--- src/rtl/rvs_pkg.sv ---
// Shared types and constants for the out-of-order reservation station.
package rvs_pkg;

    localparam int RVS_TAG_W = 5;
    localparam int RVS_OPC_W = 4;
    localparam int RVS_OFF_W = 12;
    localparam int RVS_DATA_W = 32;

    localparam logic [RVS_TAG_W-1:0] TAG_NONE = '0;

    typedef struct packed {
        logic                  valid;
        logic                  vld1;
        logic                  vld2;
        logic [RVS_TAG_W-1:0]  tag1;
        logic [RVS_TAG_W-1:0]  tag2;
        logic [RVS_DATA_W-1:0] src1;
        logic [RVS_DATA_W-1:0] src2;
        logic [RVS_OPC_W-1:0]  opc;
        logic [RVS_OFF_W-1:0]  offset;
    } rvs_entry_t;

endpackage

--- src/rtl/rvs_age_mat.sv ---
// Age matrix: row i holds the slots that are older than slot i; grants the oldest requester.
module rvs_age_mat #(
    parameter int DEPTH = 8
) (
    input  logic             clk,
    input  logic             rst,
    input  logic             clear,
    input  logic [DEPTH-1:0] alloc,
    input  logic [DEPTH-1:0] free,
    input  logic [DEPTH-1:0] req,
    output logic [DEPTH-1:0] grant
);

    logic [DEPTH-1:0]            vld_q, vld_d;
    logic [DEPTH-1:0][DEPTH-1:0] age_q, age_d;

    always_comb begin
        vld_d = vld_q;
        age_d = age_q;
        if (clear) begin
            vld_d = '0;
            age_d = '0;
        end else begin
            vld_d = (vld_q & ~free) | alloc;
            // A reused slot must not look older than anyone still holding a stale bit for it.
            for (int i = 0; i < DEPTH; i++) begin
                for (int j = 0; j < DEPTH; j++) begin
                    if (alloc[j]) age_d[i][j] = 1'b0;
                end
            end
            for (int i = 0; i < DEPTH; i++) begin
                if (alloc[i]) age_d[i] = vld_q & ~free;
            end
        end
    end

    always_comb begin
        grant = '0;
        for (int i = 0; i < DEPTH; i++) begin
            grant[i] = req[i] & ~|(age_q[i] & req);
        end
    end

    always_ff @(posedge clk) begin
        if (rst) begin
            vld_q <= '0;
            age_q <= '0;
        end else begin
            vld_q <= vld_d;
            age_q <= age_d;
        end
    end

endmodule

--- src/rtl/rvs_ooo.sv ---
// Out-of-order reservation station: CDB wakeup, oldest-ready issue, flush.
// Optional macro RVS_DISPATCH_BYPASS_EN captures a same-cycle CDB result at dispatch.
module rvs_ooo
    import rvs_pkg::*;
#(
    parameter int DEPTH    = 8,
    parameter int TAG_W    = RVS_TAG_W,
    parameter int OPC_W    = RVS_OPC_W,
    parameter int START_ID = 1,
    parameter int CDB_N    = 2,
    parameter int PTR_W    = $clog2(DEPTH)
) (
    input  logic                  clk,
    input  logic                  rst,
    input  logic                  flush,
    input  logic                  dec_req,
    output logic                  dec_rdy,
    input  logic [OPC_W-1:0]      dec_opc,
    input  logic [11:0]           dec_offset,
    input  logic                  dec_src1_vld,
    input  logic                  dec_src2_vld,
    input  logic [TAG_W-1:0]      dec_src1_tag,
    input  logic [TAG_W-1:0]      dec_src2_tag,
    input  logic [31:0]           dec_src1_wdata,
    input  logic [31:0]           dec_src2_wdata,
    output logic [TAG_W-1:0]      dec_tag,
    input  logic                  rob_busy,
    input  logic [CDB_N-1:0]      cdb_wr,
    input  logic [CDB_N*TAG_W-1:0] cdb_tag,
    input  logic [CDB_N*32-1:0]   cdb_wdata,
    output logic                  iss_req,
    input  logic                  iss_rdy,
    output logic [TAG_W-1:0]      iss_tag,
    output logic [OPC_W-1:0]      iss_opc,
    output logic [31:0]           iss_src1,
    output logic [31:0]           iss_src2,
    output logic [11:0]           iss_offset,
    output logic [PTR_W:0]        occupancy
);

    rvs_entry_t       ent_q [DEPTH];
    rvs_entry_t       ent_d [DEPTH];
    logic [PTR_W:0]   occ_q, occ_d;
    logic [DEPTH-1:0] valid_vec, ready_vec, grant, alloc_oh, free_oh;
    logic [PTR_W-1:0] free_idx, iss_idx;
    logic             full, dec_fire, iss_fire;
    logic             hit1, hit2;
    logic [31:0]      wk1, wk2;

    // Lowest-numbered CDB port wins when several broadcast the same tag.
    function automatic logic cdb_match(input logic [TAG_W-1:0] tag, output logic [31:0] data);
        logic hit;
        hit  = 1'b0;
        data = '0;
        for (int k = CDB_N - 1; k >= 0; k--) begin
            if (cdb_wr[k] && tag != TAG_NONE && cdb_tag[k*TAG_W +: TAG_W] == tag) begin
                hit  = 1'b1;
                data = cdb_wdata[k*32 +: 32];
            end
        end
        return hit;
    endfunction

    always_comb begin
        for (int i = 0; i < DEPTH; i++) begin
            valid_vec[i] = ent_q[i].valid;
            ready_vec[i] = ent_q[i].valid & ent_q[i].vld1 & ent_q[i].vld2;
        end
        full     = &valid_vec;
        free_idx = '0;
        for (int i = DEPTH - 1; i >= 0; i--) begin
            if (!valid_vec[i]) free_idx = PTR_W'(i);
        end
    end

    rvs_age_mat #(.DEPTH(DEPTH)) u_age (
        .clk   (clk),
        .rst   (rst),
        .clear (flush),
        .alloc (alloc_oh),
        .free  (free_oh),
        .req   (ready_vec),
        .grant (grant)
    );

    always_comb begin
        iss_idx = '0;
        for (int i = 0; i < DEPTH; i++) begin
            if (grant[i]) iss_idx = PTR_W'(i);
        end
        dec_rdy    = ~full & ~rob_busy & ~flush;
        dec_fire   = dec_req & dec_rdy;
        iss_req    = (|grant) & ~flush;
        iss_fire   = iss_req & iss_rdy;
        dec_tag    = TAG_W'(START_ID) + TAG_W'(free_idx);
        iss_tag    = TAG_W'(START_ID) + TAG_W'(iss_idx);
        iss_opc    = ent_q[iss_idx].opc;
        iss_src1   = ent_q[iss_idx].src1;
        iss_src2   = ent_q[iss_idx].src2;
        iss_offset = ent_q[iss_idx].offset;
        alloc_oh   = DEPTH'(dec_fire) << free_idx;
        free_oh    = iss_fire ? grant : '0;
        occupancy  = occ_q;
    end

    always_comb begin
        ent_d = ent_q;
        occ_d = occ_q;
        hit1  = 1'b0;
        hit2  = 1'b0;
        wk1   = '0;
        wk2   = '0;
        for (int i = 0; i < DEPTH; i++) begin
            hit1 = cdb_match(ent_q[i].tag1, wk1);
            hit2 = cdb_match(ent_q[i].tag2, wk2);
            if (ent_q[i].valid && !ent_q[i].vld1 && hit1) begin
                ent_d[i].vld1 = 1'b1;
                ent_d[i].src1 = wk1;
                ent_d[i].tag1 = TAG_NONE;
            end
            if (ent_q[i].valid && !ent_q[i].vld2 && hit2) begin
                ent_d[i].vld2 = 1'b1;
                ent_d[i].src2 = wk2;
                ent_d[i].tag2 = TAG_NONE;
            end
            if (free_oh[i]) ent_d[i].valid = 1'b0;
        end
        if (dec_fire) begin
            ent_d[free_idx].valid  = 1'b1;
            ent_d[free_idx].vld1   = dec_src1_vld;
            ent_d[free_idx].vld2   = dec_src2_vld;
            ent_d[free_idx].tag1   = dec_src1_vld ? TAG_NONE : dec_src1_tag;
            ent_d[free_idx].tag2   = dec_src2_vld ? TAG_NONE : dec_src2_tag;
            ent_d[free_idx].src1   = dec_src1_wdata;
            ent_d[free_idx].src2   = dec_src2_wdata;
            ent_d[free_idx].opc    = dec_opc;
            ent_d[free_idx].offset = dec_offset;
`ifdef RVS_DISPATCH_BYPASS_EN
            hit1 = cdb_match(dec_src1_tag, wk1);
            hit2 = cdb_match(dec_src2_tag, wk2);
            if (!dec_src1_vld && hit1) begin
                ent_d[free_idx].vld1 = 1'b1;
                ent_d[free_idx].src1 = wk1;
                ent_d[free_idx].tag1 = TAG_NONE;
            end
            if (!dec_src2_vld && hit2) begin
                ent_d[free_idx].vld2 = 1'b1;
                ent_d[free_idx].src2 = wk2;
                ent_d[free_idx].tag2 = TAG_NONE;
            end
`endif
        end
        if (flush) begin
            for (int i = 0; i < DEPTH; i++) ent_d[i].valid = 1'b0;
            occ_d = '0;
        end else begin
            occ_d = occ_q + (PTR_W+1)'(dec_fire) - (PTR_W+1)'(iss_fire);
        end
    end

    always_ff @(posedge clk) begin
        if (rst) begin
            for (int i = 0; i < DEPTH; i++) ent_q[i] <= '0;
            occ_q <= '0;
        end else begin
            ent_q <= ent_d;
            occ_q <= occ_d;
        end
    end

endmodule

--- config.mk ---
export PLATFORM = sky130hd
export DESIGN_NAME = rvs_ooo
export DESIGN_NICKNAME = d
export VERILOG_FILES = /design/src/rtl/rvs_pkg.sv /design/src/rtl/rvs_age_mat.sv /design/src/rtl/rvs_ooo.sv
export SDC_FILE = /design/constraint.sdc
export NUM_CORES = 2
export LEC_CHECK = 0
export CORE_UTILIZATION = 35
export DETAILED_ROUTE_END_ITERATION = 6
export PLACE_DENSITY = 0.53
export SYNTH_ARGS = -nofsm -noshare
export SYNTH_HDL_FRONTEND = slang
export SYNTH_SLANG_ARGS = --single-unit
--- constraint.sdc ---
create_clock -name clk -period 4.27 [get_ports clk]
set_clock_uncertainty 0.2 [all_clocks]
set_input_delay 0.854 -clock clk [delete_from_list [all_inputs] [get_ports clk]]
set_output_delay 0.854 -clock clk [all_outputs]
set_load 0.01 [all_outputs]
# --- Yosys cells after proc, flatten, opt, wreduce, memory -nomap -nowiden ---
# Cells that the tools add are included.
classes:
  n_addsub: 4
  order_cmp: 3
  n_eq_ne: 32
  shifts: 1
  n_mux: 185
  bitwise: 45
  n_reduce_logical: 176
op_table:
  columns: ["cell", "n"]
  rows:
  - ["$bwmux W744", 9]
  - ["$demux W93 S3", 9]
  - ["$mux W32", 48]
  - ["$mux W744", 1]
  - ["$bmux W93 S3", 1]
  - ["$mux W80", 3]
  - ["$eq A5 B5 Y1", 32]
  - ["$logic_and A1 B1 Y1", 97]
  - ["$mux W93", 1]
  - ["$mux W92", 1]
  - ["$mux W91", 1]
  - ["$mux W5", 18]
  - ["$mux W90", 1]
  - ["$mux W85", 1]
  - ["$reduce_bool A5 Y1", 16]
  - ["$and A8 B8 Y8", 9]
  - ["$reduce_or A8 Y1", 9]
  - ["$mux W1", 65]
  - ["$mux W8", 8]
  - ["$reduce_bool A2 Y1", 28]
  - ["$mux W48", 1]
  - ["$mux W3", 14]
  - ["$and A1 B1 Y1", 29]
  - ["$logic_not A1 Y1", 24]
  - ["other kinds (15)", 20]
totals:
  regBits: 820
  input_bits: 174
  out_inout_bits: 96
  word_cells: 584

# --- Logic depth before layout (Yosys ltp) ---
logic_depth:
  ltp_word: 23
  mapped_depth: 18
  ltp_nobuf: 14

# --- Cells and area by module ---
# A second synthesis with hierarchy kept.
hier_totals:
  cells_unflattened: 5314
  hier_area_um2: 45084.5
modules_own_cells:
  columns: ["mod", "n_inst", "cells_per_inst", "area_each_um2", "seq_area_each_um2"]
  rows:
  - ["rvs_ooo", 1, 4937, 41927.7, 14974.4]
  - ["rvs_age_mat", 1, 377, 3156.8, 1441.4]

# --- Worst setup path before layout ---
# No wires, ideal clock.
synth_timing:
  path_kind: "reg-to-reg"
  start: "register ent_q[743] in the netlist's numbering"
  end: "register occ_q[1], in the netlist occupancy[1]"
  setup_ps: 115
  arrival_time_ps: 3515
  required_time_ps: 3955
  slack_ps: 440
  path_stages_with_launch: 17
  n_path_buf: 4
  synth_period_minus_slack_ps: 3830
  cell_sequence: "dfxtp_1 > buf_2 > and3_1 > a211o_1 > or3_1 > and2_1 > buf_2 > and3_1 > buf_2 > buf_2 > a41oi_1 > and2_1 > ha_1 > inv_1 > ha_1 > fa_1 > and2_1"
synth_between:
  elab_chain_cells: 10
  word_cells_on_any_way: 44
  classes_between: "2 x add/sub; 24 x bitwise; 18 x reduce/logical"
synth_lines:
  columns: ["element", "line_no", "source"]
  rows:
  - ["start: declaration", "rvs_ooo.sv:41", "rvs_entry_t ent_q [DEPTH];"]
  - ["start signal: assignment", "rvs_ooo.sv:166", "ent_q <= ent_d;"]
  - ["$and A1 B1 Y1 * (2 in a row)", "rvs_ooo.sv:67", "ready_vec[i] = ent_q[i].valid & ent_q[i].vld1 & ent_q[i].vld2;"]
  - ["$and A8 B8 Y8", "rvs_age_mat.sv:40", "grant[i] = req[i] & ~|(age_q[i] & req);"]
  - ["$reduce_or A8 Y1", "rvs_age_mat.sv:40", null]
  - ["$logic_not A1 Y1", "rvs_age_mat.sv:40", null]
  - ["$and A1 B1 Y1", "rvs_age_mat.sv:40", null]
  - ["$reduce_or A8 Y1 *", "rvs_ooo.sv:93", "iss_req = (|grant) & ~flush;"]
  - ["$and A1 B1 Y1 *", "rvs_ooo.sv:93", null]
  - ["net iss_req", "rvs_ooo.sv:31", "output logic iss_req,"]
  - ["$and A1 B1 Y1 *", "rvs_ooo.sv:94", "iss_fire = iss_req & iss_rdy;"]
  - ["$sub A4 B1 Y4 *", "rvs_ooo.sv:157", "occ_d = occ_q + (PTR_W+1)'(dec_fire) - (PTR_W+1)'(iss_fire);"]
  - ["end signal: assignment", "rvs_ooo.sv:164", "occ_q <= '0;"]
  - ["end signal: assignment", "rvs_ooo.sv:167", "occ_q <= occ_d;"]
  - ["end: declaration", "rvs_ooo.sv:43", "logic [PTR_W:0] occ_q, occ_d;"]
# Mark *: on every way through the listed nets, which the timed path passes. The rest lies on a longest branch.
# A chain may end at the register's enable or synchronous reset.

# --- Final worst setup path ---
layout_timing:
  start: "register ent_q[743] in the netlist's numbering"
  end: "output port iss_src2[24]"
layout_between:
  elab_chain_cells: 17
  word_cells_on_any_way: 41
  classes_between: "10 x mux; 17 x bitwise; 14 x reduce/logical"
layout_lines:
  columns: ["element", "line_no", "source"]
  rows:
  - ["$and A1 B1 Y1 * (2 in a row)", "rvs_ooo.sv:67", null]
  - ["$and A8 B8 Y8", "rvs_age_mat.sv:40", null]
  - ["$reduce_or A8 Y1", "rvs_age_mat.sv:40", null]
  - ["$logic_not A1 Y1", "rvs_age_mat.sv:40", null]
  - ["$and A1 B1 Y1", "rvs_age_mat.sv:40", null]
  - ["$mux W1", "rvs_ooo.sv:89", "if (grant[i]) iss_idx = PTR_W'(i);"]
  - ["$mux W3 (5 in a row)", "rvs_ooo.sv:89", null]
  - ["$mux W3 *", "rvs_ooo.sv:89", null]
  - ["$not A3 Y4 (implied by the code) *", "rvs_ooo.sv:99", "iss_src2 = ent_q[iss_idx].src2;"]
  - ["$bmux W93 S3 *", "rvs_ooo.sv:99", null]
  - ["$mux W80 * (2 in a row)", null, null]
  - ["end: declaration", "rvs_ooo.sv:36", "output logic [31:0] iss_src2,"]
# Mark *: on every way between the ends. The rest lies on a longest branch, timed or not. The select of a mux whose other input is x is not followed.

==> results.sh <==
export IMPL_synth_cells=6788
export IMPL_portBuffers=267
export IMPL_syn2layout_area_growth_pct=28.1
export IMPL_synth_top_family_by_area="compound AO/OA/AOI/OAI gates"
export IMPL_cts_sinks=820
export IMPL_synth_area_top_cells="dfxtp_1 33%, o211ai_1 9.9%, a21oi_1 9.9%"
export IMPL_hp_class="reg2reg"
export IMPL_powerDensity_nw_per_um2=283
export IMPL_path_cells="buf_6 -> nand4_1 -> o2111ai_2 -> or4_4 -> buf_6 -> o211ai_4 -> and2_4 -> buf_12 -> buf_12 -> buf_16 -> buf_6 -> a21oi_2 -> o32a_1 -> buf_2"
export IMPL_timing_final_max_slew_violations=0
export IMPL_r2r_end="occupancy[3]"
export IMPL_dpl_cell_area_um2=57300
export IMPL_yosys_mux_area_fraction=0.0831
export IMPL_synth_most_common_cell="nand2_1"
export IMPL_violations="negative setup slack"
export IMPL_ios=270
export IMPL_critical_path_arrival_ns=3.70
export IMPL_synth_top_area_frac=0.325
export IMPL_synthSimpleGateAreaFrac=0.183
export IMPL_yosysWarnings=0
export IMPL_die_area_um2=146000
export IMPL_crit_type="reg2out"
export IMPL_maxCapViolCount=0
export IMPL_synth_compound_area_frac=0.301
export IMPL_path_delay_family="buffers and inverters"
export IMPL_startpoint_type="register"
export IMPL_crit_path_start="ent_q[743]"
export IMPL_irDropWorstVdd_mv=0.330
export IMPL_avgViaCountPerCell=6.49
export IMPL_ys_types=71
export IMPL_die_w_um=382
export IMPL_setup_viol_count_final=84
export IMPL_post_synth_top_area_cell="dfxtp_1"
export IMPL_start_util=0.355
export IMPL_final_area_um2=64700
export IMPL_die_h_um=382
export IMPL_synth_flop_cell="dfxtp_1"
export IMPL_clkSlewWorstSetupHoldPaths_ns=0.07
export IMPL_critical_path_endpoint="iss_src2[24]"
export IMPL_holdWs_ns=0.253
export IMPL_cp_required_ns=3.22
export IMPL_yosysSeqAreaShare=0.325
export IMPL_p_total_mw=18.3
export IMPL_outcome="finished with violations"
export IMPL_r2r_start="ent_q[743]"
export IMPL_numCtsBuffers=101
export IMPL_drt_total_wl_mm=266
export IMPL_reg2reg_depth=18
export IMPL_synth_xor_area_frac=0.0286
export IMPL_critPathMaxFanout=5
export IMPL_grt_max_degree=139
export IMPL_antenna_found_initial=26
export IMPL_placed_cells_incl_taps=8436
export IMPL_synth_fa_ha_area_frac=0.00188
export IMPL_grt_pass1_vias=53200
export IMPL_drcViolationCount=0
export IMPL_drt_iter0_drc=8084
export IMPL_insertion_delay_ns=0.76
export IMPL_endpoint_kind="primary output"
export IMPL_antenna_left=0
export IMPL_max_freq_mhz=210
export IMPL_setup_ws_ns=-0.483
export IMPL_core_rowCount=138
export IMPL_fillers=13900
export IMPL_post_route_period_util=1.11
export IMPL_grt_setup_unrepaired="true"
export IMPL_post_route_util=0.455
export IMPL_hpwlAfterDp_mm=151
export IMPL_syn_area_um2=50500
export IMPL_h_tree_depth=3
export IMPL_dr_pass1_iters=6
export IMPL_synth_common_cells="1241 x nand2_1, 996 x a21oi_1, 820 x dfxtp_1"
export IMPL_synth_edff_count=0
export IMPL_grt_use_total=0.342
export IMPL_ys_ff_latch=820
export IMPL_clk_path_buf_depth=3
export IMPL_drive_gt1_frac=0.161
export IMPL_path_common_cell="buf_6"
export IMPL_tightest_slew_ns=1.33
export IMPL_crit_slowest_cell="or4_4"
export IMPL_gp_congestion=0.916
export IMPL_core_um2=142000
export IMPL_tritoncts="built"
export IMPL_slowest_delay_ns=0.53
export IMPL_num_vias=57300
export IMPL_slew_headroom=0.110
export IMPL_final_nets=7030
export IMPL_crit_cells=14
export IMPL_period_minus_slack_ns=4.75
export IMPL_grt_pass1_wl_mm=376
export IMPL_r2r_slack_ns=0.32
export IMPL_synth_area_per_cell_um2=7.44
export IMPL_grt_ovfl_total=0
export IMPL_instances_no_fill=8836
export IMPL_root_buffer="clkbuf_16"
export IMPL_async_flop_share=0
export IMPL_path_buf_inv=7
export IMPL_hold_viol_final=0
export IMPL_p_leak_nw=19.5
export IMPL_routedWlPerCell_um=30.2
-- how the worst min path moves through the flow --
stage | cells past startpoint | slack (ns) | end
final | 2 | 0.25 | register
after global routing | 2 | 0.27 | register
after CTS | 2 | 0.25 | register
after detailed placement | 2 | 0.24 | register
after global placement | 2 | 0.24 | register
after floorplan | 2 | 0.23 | u_age.age_q[0]
-- worst reg2reg max path: cells and delay by family (launching register included) --
kind            cells  cell delay [ns]
compound gates      4             0.80
buf+inv             5             0.61
simple gates        6             1.29
fa+ha+maj           2             0.45
xor+xnor            1             0.13
flops               1             0.33
-- metal layers --
layer,global-route usage,up-vias,routed length [µm]
met5,0,-,93
met4,0.181,14,16300
met3,0.0761,935,31300
met2,0.517,3937,113000
met1,0.451,27800,106000
li1,-,24600,-
-- cell usage in the layout (no fill, tap or decap), types with 27 or more instances in the layout --
master,n
nand2_1,1238
a21oi_1,931
dfxtp_1,800
o211ai_1,666
mux2i_1,419
nand3_1,357
buf_4,275
nor2_1,182
clkdlybuf4s50_1,181
buf_12,179
o21ai_0,131
clkbuf_16,128
xnor2_1,122
a221o_1,94
buf_6,87
a21o_1,81
o2111ai_1,78
o32a_1,76
buf_2,70
and2_1,68
a21oi_2,64
nand4_1,61
xor2_1,43
nand3b_1,42
o21ai_1,38
buf_16,30
or4_1,27
buf_8,27
-- cell families (layout without fill, tap and decap cells) --
group / after synthesis / after routing
AO/OA/AOI/OAI: 2314 / 2314
XOR/XNOR: 165 / 165
adder cells (fa/ha/maj): 7 / 7
buffers and inverters: 959 / 1098
flip-flops: 820 / 820
multiplexers: 419 / 419
other: 1 / 20
AND/OR/NAND/NOR: 2103 / 2103
-- report_power, final --
part	internal, mW	switching, mW	leakage, nW
combinational	0.433	0.901	11.2
clock	5.38	3.87	1.70
sequential	7.68	0.0203	6.62
-- repair_timing --
action	4_1_cts	5_1_grt
buffers inserted	105	65
hold buffers	0	0
resized for setup	598	169
setup endpoints to repair	86	86
cloned	34	29
pin swaps	140	108
-- final cells by class --
class | instances | area, µm² | share of cell area
multi-input combinational | 5010 | 31300 | 0.484
clock inverter | 38 | 526 | 0.00813
inverter | 30 | 118 | 0.00182
sequential | 820 | 16500 | 0.254
antenna | 18 | 45.0 | 0.000697
timing repair buffer | 886 | 10900 | 0.169
tap | 1890 | 2360 | 0.0366
clock buffer | 144 | 2930 | 0.0453
-- metrics by stage --
stage	setup TNS, ns	setup slack (ns)
global placement	-7.32	-0.208
detailed placement	-7.38	-0.172
global route	-33.51	-0.512
finish	-30.14	-0.483
CTS	-25.79	-0.399
floorplan	0	0.440
Power figures use the tool's default switching activity.
